`src/rtl/serial_subtractor.sv`:
```
// Bit-serial WIDTH-bit subtractor with borrow-in: {b_out, diff} = a - b - b_in,
// one bit per clock, LSB first, behind a start/busy/done handshake.
module serial_subtractor #(
  parameter int WIDTH = 4
) (
  input  logic             clk,
  input  logic             rst_n,
  input  logic             start,
  input  logic [WIDTH-1:0] a,
  input  logic [WIDTH-1:0] b,
  input  logic             b_in,
  output logic             busy,
  output logic             done,
  output logic [WIDTH-1:0] diff,
  output logic             b_out
);

  localparam int CW = (WIDTH > 1) ? $clog2(WIDTH) : 1;
  localparam logic [CW-1:0] LAST = CW'(WIDTH - 1);

  typedef enum logic {
    IDLE = 1'b0,
    RUN  = 1'b1
  } state_t;

  state_t           r_state;
  logic [WIDTH-1:0] r_a;
  logic [WIDTH-1:0] r_b;
  logic             r_br;
  logic [CW-1:0]    r_cnt;
  logic             r_done;
  logic [WIDTH-1:0] r_diff;
  logic             r_b_out;

  logic             w_d;
  logic             w_br_next;
  logic [WIDTH-1:0] w_a_next;

  assign w_d       = r_a[0] ^ r_b[0] ^ r_br;
  assign w_br_next = (~r_a[0] & r_b[0]) | (~(r_a[0] ^ r_b[0]) & r_br);

  // The minuend register doubles as the result register: each consumed
  // operand bit leaves at the LSB while the difference bit enters at the MSB.
  generate
    if (WIDTH == 1) begin : g_w1
      assign w_a_next = w_d;
    end else begin : g_wn
      assign w_a_next = {w_d, r_a[WIDTH-1:1]};
    end
  endgenerate

  always_ff @(posedge clk or negedge rst_n) begin
    if (!rst_n) begin
      r_state <= IDLE;
      r_a     <= '0;
      r_b     <= '0;
      r_br    <= 1'b0;
      r_cnt   <= '0;
      r_done  <= 1'b0;
      r_diff  <= '0;
      r_b_out <= 1'b0;
    end else begin
      r_done <= 1'b0;
      case (r_state)
        IDLE: begin
          if (start) begin
            r_a     <= a;
            r_b     <= b;
            r_br    <= b_in;
            r_cnt   <= '0;
            r_state <= RUN;
          end
        end
        RUN: begin
          r_a   <= w_a_next;
          r_b   <= r_b >> 1;
          r_br  <= w_br_next;
          r_cnt <= r_cnt + CW'(1);
          if (r_cnt == LAST) begin
            r_diff  <= w_a_next;
            r_b_out <= w_br_next;
            r_done  <= 1'b1;
            r_state <= IDLE;
          end
        end
        default: r_state <= IDLE;
      endcase
    end
  end

  assign busy  = (r_state == RUN);
  assign done  = r_done;
  assign diff  = r_diff;
  assign b_out = r_b_out;

endmodule

```
`config.mk`:
```
export PLATFORM = sky130hd
export DESIGN_NAME = serial_subtractor
export DESIGN_NICKNAME = d
export VERILOG_FILES = /design/src/rtl/serial_subtractor.sv
export SDC_FILE = /design/constraint.sdc
export NUM_CORES = 1
export LEC_CHECK = 0
export CAP_MARGIN = 20
export CORE_MARGIN = 4
export CORE_UTILIZATION = 50
export CTS_BUF_LIST = sky130_fd_sc_hd__clkbuf_8
export DETAILED_ROUTE_END_ITERATION = 7
export PLACE_DENSITY_LB_ADDON = 0.05
export SLEW_MARGIN = 20
export SYNTH_ARGS = -nofsm -noshare
export SYNTH_HDL_FRONTEND = slang
export SYNTH_SLANG_ARGS = --single-unit
```
`constraint.sdc`:
```
create_clock -name clk -period 1.6 [get_ports clk]
set_clock_uncertainty 0.05 [all_clocks]
set_input_delay 0.32 -clock clk [delete_from_list [all_inputs] [get_ports clk]]
set_output_delay 0.32 -clock clk [all_outputs]
set_load 0.05 [all_outputs]
```
Yosys cells after proc, flatten, opt, wreduce, memory -nomap -nowiden
Index checks and enable logic that the tools add are counted.
- flip-flop bits (word level): 18
- bits of input ports: 12
- add/subtract/negate cells: 1
- equality and inequality tests: 2
- mux-type cells: 13
- bitwise operators: 8
- reduce and logical (&&, ||, !) cells: 1
- operators by type and width (cell ; count):
    4-bit one-hot mux with 2 select lines ; 2
    4-bit two-way mux ; 2
    1-bit two-way mux ; 5
    1-bit one-hot mux with 2 select lines ; 2
    2-bit one-hot mux with 2 select lines ; 1
    1-bit NOT ; 3
    2-bit by 1-bit adder with 2-bit output (second input constant) ; 1
    1-bit AND ; 2
    2-bit equality test (second input constant) ; 1
    2-bit two-way mux ; 1
    2-bit inequality test (second input constant) ; 1
    2-bit AND reduction ; 1
    1-bit bitwise XOR ; 2
    1-bit OR ; 1

Depth between registers and ports, before layout
Gate-level depths: netlist of the first run.
- word-level depth: 5
- depth in mapped cells: 4
- gate-level depth less buffers: 4

Least setup slack after synthesis of the first run
OpenSTA, ideal clock, no wires.
- kind: register to register
- from: register r_state, in the netlist busy
- to: register r_diff[0], in the netlist diff[0]
- setup time: 128 ps
- data arrival time: 1160 ps
- path slack: 263 ps
- stages on the path, launching flop included: 3
- buffers on the path: 0
- clock period less this slack: 1337 ps
- path through: dfrtp_1 -> nand2_2 -> mux2_1
- word-level cells in the longest chain between the ends: 1
- RTL lines (element ; RTL line ; source):
    from (decl) ; 26 ; state_t r_state;
    from (signal assigned) ; 54 ; r_state <= IDLE;
    from (signal assigned) ; 71 ; r_state <= RUN;
    from (signal assigned) ; 83 ; r_state <= IDLE;
    2-bit AND reduction (no source line) ; - ;
    to (signal assigned) ; 80 ; r_diff <= w_a_next;
    to (decl) ; 32 ; logic [WIDTH-1:0] r_diff;
Every way passes these cells.
A chain may end at the register's enable or synchronous reset.

Worst setup path after layout of the first run
- from: register r_a[0]
- to: register r_diff[3], in the netlist diff[3]
- word-level cells in the longest chain between the ends: 2
- RTL lines (element ; RTL line ; source):
    from (decl) ; 27 ; logic [WIDTH-1:0] r_a;
    from (signal assigned) ; 75 ; r_a <= w_a_next;
    1-bit bitwise XOR (2 in series) ; 39 ; assign w_d = r_a[0] ^ r_b[0] ^ r_br;
    named net w_d ; 35 ; logic w_d;
The timed path passes the listed nets, and every way through them passes these cells.

==> results of run 1 <==
cells in the final DEF, fill, tap and decap left out, drive strengths merged:
cell,count
a22o,1
buf,11
clkbuf,4
clkdlybuf4s50,11
dfrtp,18
fa,1
ha,1
inv,5
mux2,4
mux2i,13
nand2,8
nand2b,1
nor2,2
o21ai,7
metrics by stage:
stage	setup WS, ns	std cells
floorplan	0.263	64
global placement	0.167	99
detailed placement	0.127	99
CTS	0.217	103
global route	0.177	103
finish	0.224	103
power by group:
part | switching, mW | total, mW | internal, mW
sequential | 0.153 | 0.817 | 0.664
clock | 0.143 | 0.361 | 0.218
combinational | 0.591 | 1.15 | 0.557
worst paths after layout:
kind                           end  slack [ns]
setup / recovery           diff[3]        0.22
hold / removal              r_a[1]        0.35
setup reg to reg           diff[3]        0.22
hold reg to reg             r_b[1]        0.44
max in group asynchronous   r_a[3]        0.96
min in group clk            r_b[1]        0.44
final cells by class:
| class | count | area share [%] |
|---|---|---|
| inverter | 5 | 1.67 |
| timing repair buffer | 22 | 25.0 |
| clock buffer | 4 | 4.91 |
| tap | 16 | 1.78 |
| sequential | 18 | 40.1 |
| multi-input combinational | 38 | 26.5 |
routing by layer:
| metal | global-route usage [%] | wire length, µm |
|---|---|---|
| met5 | 0 | 0 |
| met4 | 6.45 | 4 |
| met3 | 3.38 | 81 |
| met2 | 22.7 | 666 |
| met1 | 17.8 | 592 |
logic make-up (layout without fill, tap and decap cells):
| family | count (synthesis) | after routing |
|---|---|---|
| AND/OR/NAND/NOR | 11 | 11 |
| buffers and inverters | 8 | 31 |
| multiplexers | 17 | 17 |
| AO/OA/AOI/OAI | 8 | 8 |
| flip-flops | 18 | 18 |
| adder cells (fa/ha/maj) | 2 | 2 |
flip-flops by register name, indices dropped and copies added (netlist names):
signal / cells
diff: 4
busy: 1
r_b: 4
r_a: 4
r_br: 1
r_cnt: 2
done: 1
b_out: 1
==> impl_results.md, run 1 <==
- Run status: completed
- Port bufs: 18
- Chip height: 47.8 µm
- DR pass1 iterations: 2
- Crit path kind: reg2reg
- CTS Root Cell: clkbuf_8
- Max Transition Viols Final: 0
- Share of the clock period used by the worst path: 86.0%
- Synth Area in Adders: 4.11%
- Final setup viols: 0
- Max incr delay on CP: 0.50 ns
- Synth area leaders: dfrtp_1 57%, mux2i_1 16%, mux2_1 5.7%
- Initial Utilization: a little over half
- Postcts setup bufs: 0
- Clock buffer depth: 2
- RSZ-0062 raised after global routing: false
- Register bit total from synthesis: 18
- Clock slew at reported path FFs: 0.07 ns
- IO Count: 19
- Worst skew pair latency: 0.25 ns
- Max VDD drop: roughly 1100 µV
- Post-synthesis mux area share: 22.2%
- Die area: 2280 µm²
- GRT Total Usage: 14.1%
- Post-synth top area share: between 50% and 60%
- First-pass GRT wire length: roughly 2200 µm
- Routed Antenna Nets: 0
- Max Clock Freq: 727 MHz
- Most frequent cell after synthesis: dfrtp_1
- Post-DR wirelength/cell: 13.0 µm
- Routed wire length: 1340 µm
- TritonCTS Buffers: 3
- Startpoint Class: flop
- Simple-Gate Fraction of Synth Area: roughly 6%
- Post-place instance area: 1070 µm²
- Commonest cells post-synth: 18 x dfrtp_1, 13 x mux2i_1, 7 x nand2_1
- Total Power: ~2.3 mW
- Synthesized area: between 700 and 800 µm²
- Multi-input gate area: slightly below 300 µm²
- Initial antenna violation count: 0
- Synthesized area per cell: 12.4 µm²
- TNS Setup: 0 ns
- Synth Area in XOR/XNOR: 0%
- Final net count: between 100 and 150
- Core ar.: 1510 µm²
- Register area: 450 µm²
- Post-synth top area cell: dfrtp_1
- Clk sinks: 18
- Post-layout instance area: 1120 µm²
- Total grt overflow: 0
- Sequential share of the synthesized area: 57.0%
- Setup crit start: r_a[0]
- Layout cell share with drive strength beyond 1: around 18%
- CTS tree: built
- Syn Nets: 78
- Die width: 47.8 µm
- Pwr dens: 2070 nW/µm²
- DRC Markers: 0
- CP Buf/Inv Count: 0
- Slowest cell on crit path: fa_1
- Relative slew slack: between 80% and 90%
- Post-Syn Instances: 64
- Ys Warns: 0
- Hold_buf cts: 0
- CP Depth: 2
- Hpwl dp: 1010 µm
- Standard-cell rows: 14
- GPL Wtd Cong: 0.699
- H-tree level count: 1
- Slew at the pin closest to its max-slew limit: 0.225 ns
- Area growth from synthesis to final layout: 41.9%
- Distinct cells, synth: 16
- Hold Path Class: in2async
- Lkg Pwr: 0.556 nW
- Final core utilization: about three quarters
- Reg2Reg Depth: 2
- Largest net degree at the start of global routing: 19
- Area fraction in compound gates after synthesis: 5.54%
- Crit path max-delay family: adder cells
- Worst EP arrival: 1.46 ns
- Fraction of registers with async set/reset: 100%
- MaxCap Viol Count: 0
- Fill count: 112
- Max FO, Critical Path: 2
- Final hold viol count: 0
- Post-synth EDFFs: 0
- Total number of vias: 524
- Vias in the first global route: 513
- RR Startpoint: r_a[0]
- Largest family of logic cells by synthesized area: multiplexers
- Min Tclk post-route: 1.38 ns
- Antenna diode instance count: 0
- # resized after CTS: 0
- Worst EP required: 1.68 ns
- Element type at the critical path end: flop
- Worst-path cell chain: fa_1 -> mux2_1
- Vias/cell: ~5.1
- DRT iter0 DRCs: 3
- WHS: roughly 0.35 ns
- Leading register cell type out of synthesis: dfrtp_1
Power figures use the tool's default switching activity.
==> run 2: changes to the inputs <==
==> constraint.sdc (replaced) <==
create_clock -name clk -period 1.3 [get_ports clk]
set_clock_uncertainty 0.05 [all_clocks]
set_input_delay 0.26 -clock clk [delete_from_list [all_inputs] [get_ports clk]]
set_output_delay 0.26 -clock clk [all_outputs]
set_load 0.05 [all_outputs]
==> run 2 against run 1 <==
  * The flow now finishes with violations (negative setup slack)
  * Flip-flop and latch count did not move
  * Setup slack got worse by 0.27 ns
  * Power rose by 33%
  * Worst hold slack got worse by 0.071 ns
  * Clock power up 5.8%
  * Critical path type unchanged
  * Largest cell class unchanged
==> impl_results.md, run 2 (synthesis results as in run 1) <==
- Sequential share of power: 33.1%
- Standard-cell rows: 14
- Port bufs: 18
- Reg2Reg Depth: 3
- Die area: 2280 µm²
- GPL Wtd Cong: 0.721
- Area growth from synthesis to final layout: 51.1%
- Post-layout instance area: 1190 µm²
- WHS: 0.278 ns
- First-pass GRT wire length: 2360 µm
- DRC Markers: 0
- Startpoint Class: flop
- Element type at the critical path end: flop
- Clock slew at reported path FFs: ~0.070 ns
- Min Tclk post-route: 1.35 ns
- Run status: complete, but fails checks
- Switch Pwr: around 1.1 mW
- Total grt overflow: 0
- MaxCap Viol Count: 0
- Chip height: 47.8 µm
- CTS Root Cell: clkbuf_8
- Non-Filler Instances: 110
- Crit path kind: reg2reg
- Share of the clock period used by the worst path: 104%
- Pwr dens: 2590 nW/µm²
- Worst EP arrival: 1.42 ns
- Hold_buf cts: 0
- Most frequent cells in the layout: 17 x dfrtp_1, 13 x mux2i_1, 11 x clkdlybuf4s50_1, 9 x buf_12, 9 x buf_4
- Vias/cell: 4.96
- Most common cell after layout, fill and taps aside: dfrtp_1
- Hold Path Class: in2async
- DRT iter0 DRCs: 9
- Worst skew pair latency: 0.25 ns
- Switch share: between 30% and 40%
- Max Transition Viols Final: 0
- Post-DR wirelength/cell: 13.1 µm
- TritonCTS Buffers: 3
- Clk pwr share: 12.4%
- Post-route setup slack: -0.0459 ns
- Relative slew slack: 85.1%
- Antenna diode instance count: 0
- Slew at the pin closest to its max-slew limit: roughly 0.22 ns
- Failing checks: negative setup slack
- IO Count: 19
- Clock buffer depth: 2
- Final net count: about 110
- Pre-CTS setup slack: -0.130 ns
- Post-place instance area: 1100 µm²
- Comb pwr share: 54.5%
- Final core utilization: between 70% and 80%
- DR pass1 iterations: 3
- Layout cell share with drive strength beyond 1: roughly 28%
- Routed Antenna Nets: 0
- Pint: roughly 2 mW
- Vias in the first global route: between 500 and 600
- Max Clock Freq: 743 MHz
- Max VDD drop: between 1500 and 2000 µV
- Initial Utilization: 52.5%
- DP Cell Count: 101
- Clk sinks: 18
- GRT Total Usage: 15.1%
- Die width: 47.8 µm
- H-tree level count: 1
- Max FO, Critical Path: 2
- Initial antenna violation count: 0
- Final setup viols: 2
- Worst EP required: roughly 1.4 ns
- CTS tree: built
- Lkg Pwr: 0.599 nW
- RSZ-0062 raised after global routing: true
- Hpwl dp: 1030 µm
- Fill count: 96
- Final hold viol count: 0
- Total number of vias: 546
- Core ar.: 1510 µm²
- Largest net degree at the start of global routing: 19
- Routed wire length: 1440 µm
run 2: per-layer routing:
metal / vias to the layer above / GRT usage (%) / wire (µm) / part of all wire (%)
met5: - / 0 / 0 / 0
met2: 12 / 24.5 / 705 / 49
met3: 2 / 3.76 / 91 / 6.3
met1: 262 / 19.0 / 628 / 44
li1: 270 / - / - / -
met4: 0 / 6.45 / 12 / 0.84
run 2: area by class of cell:
cell class              count  area, µm²  area share [%]
clock inverters             1       3.75           0.314
multi-input cells          38        302            25.2
repair buffers             29        358            29.9
flip-flops and latches     18        452            37.8
inverters                   5       18.8            1.57
well taps                  16       20.0            1.68
clock buffers               3       41.3            3.46
run 2: worst paths after layout:
check / startpoint / to / slack (ns)
min reg2reg: r_cnt[0] / r_cnt[0] / 0.43
max reg2reg: r_br / diff[3] / -0.05
min in group clk: r_cnt[0] / r_cnt[0] / 0.43
min: rst_n / r_cnt[1] / 0.28
max in group asynchronous: rst_n / busy / 0.72
max: r_br / diff[3] / -0.05
run 2: power by group through the flow:
stage          combinational, mW  clock [mW]  sequential (mW)
2_1_floorplan              0.506           0             1.30
3_3_place_gp                1.50           0             1.01
3_5_place_dp                1.52           0             1.03
4_1_cts                     1.61       0.389             1.02
5_1_grt                     1.83       0.417             1.06
6_report                    1.68       0.382             1.02
run 2: stage by stage:
step | total power, mW | setup TNS [ns]
2_1_floorplan | 1.81 | 0
3_3_place_gp | 2.51 | -0.507
3_5_place_dp | 2.55 | -0.768
4_1_cts | 3.02 | -0.0474
5_1_grt | 3.31 | -0.360
6_report | 3.09 | -0.0671
run 2: critical path, stage by stage, from the launching register on:
cell and delay, ns:
dfrtp_1 0.36, inv_2 0.05, fa_1 0.49, mux2_4 0.28
run 2: timing repair:
action	4_1_cts	5_1_grt
endpoints found under the setup margin	3	6
buffers inserted	2	3
resized for setup	4	3
pin swaps	1	1
gates cloned	0	0
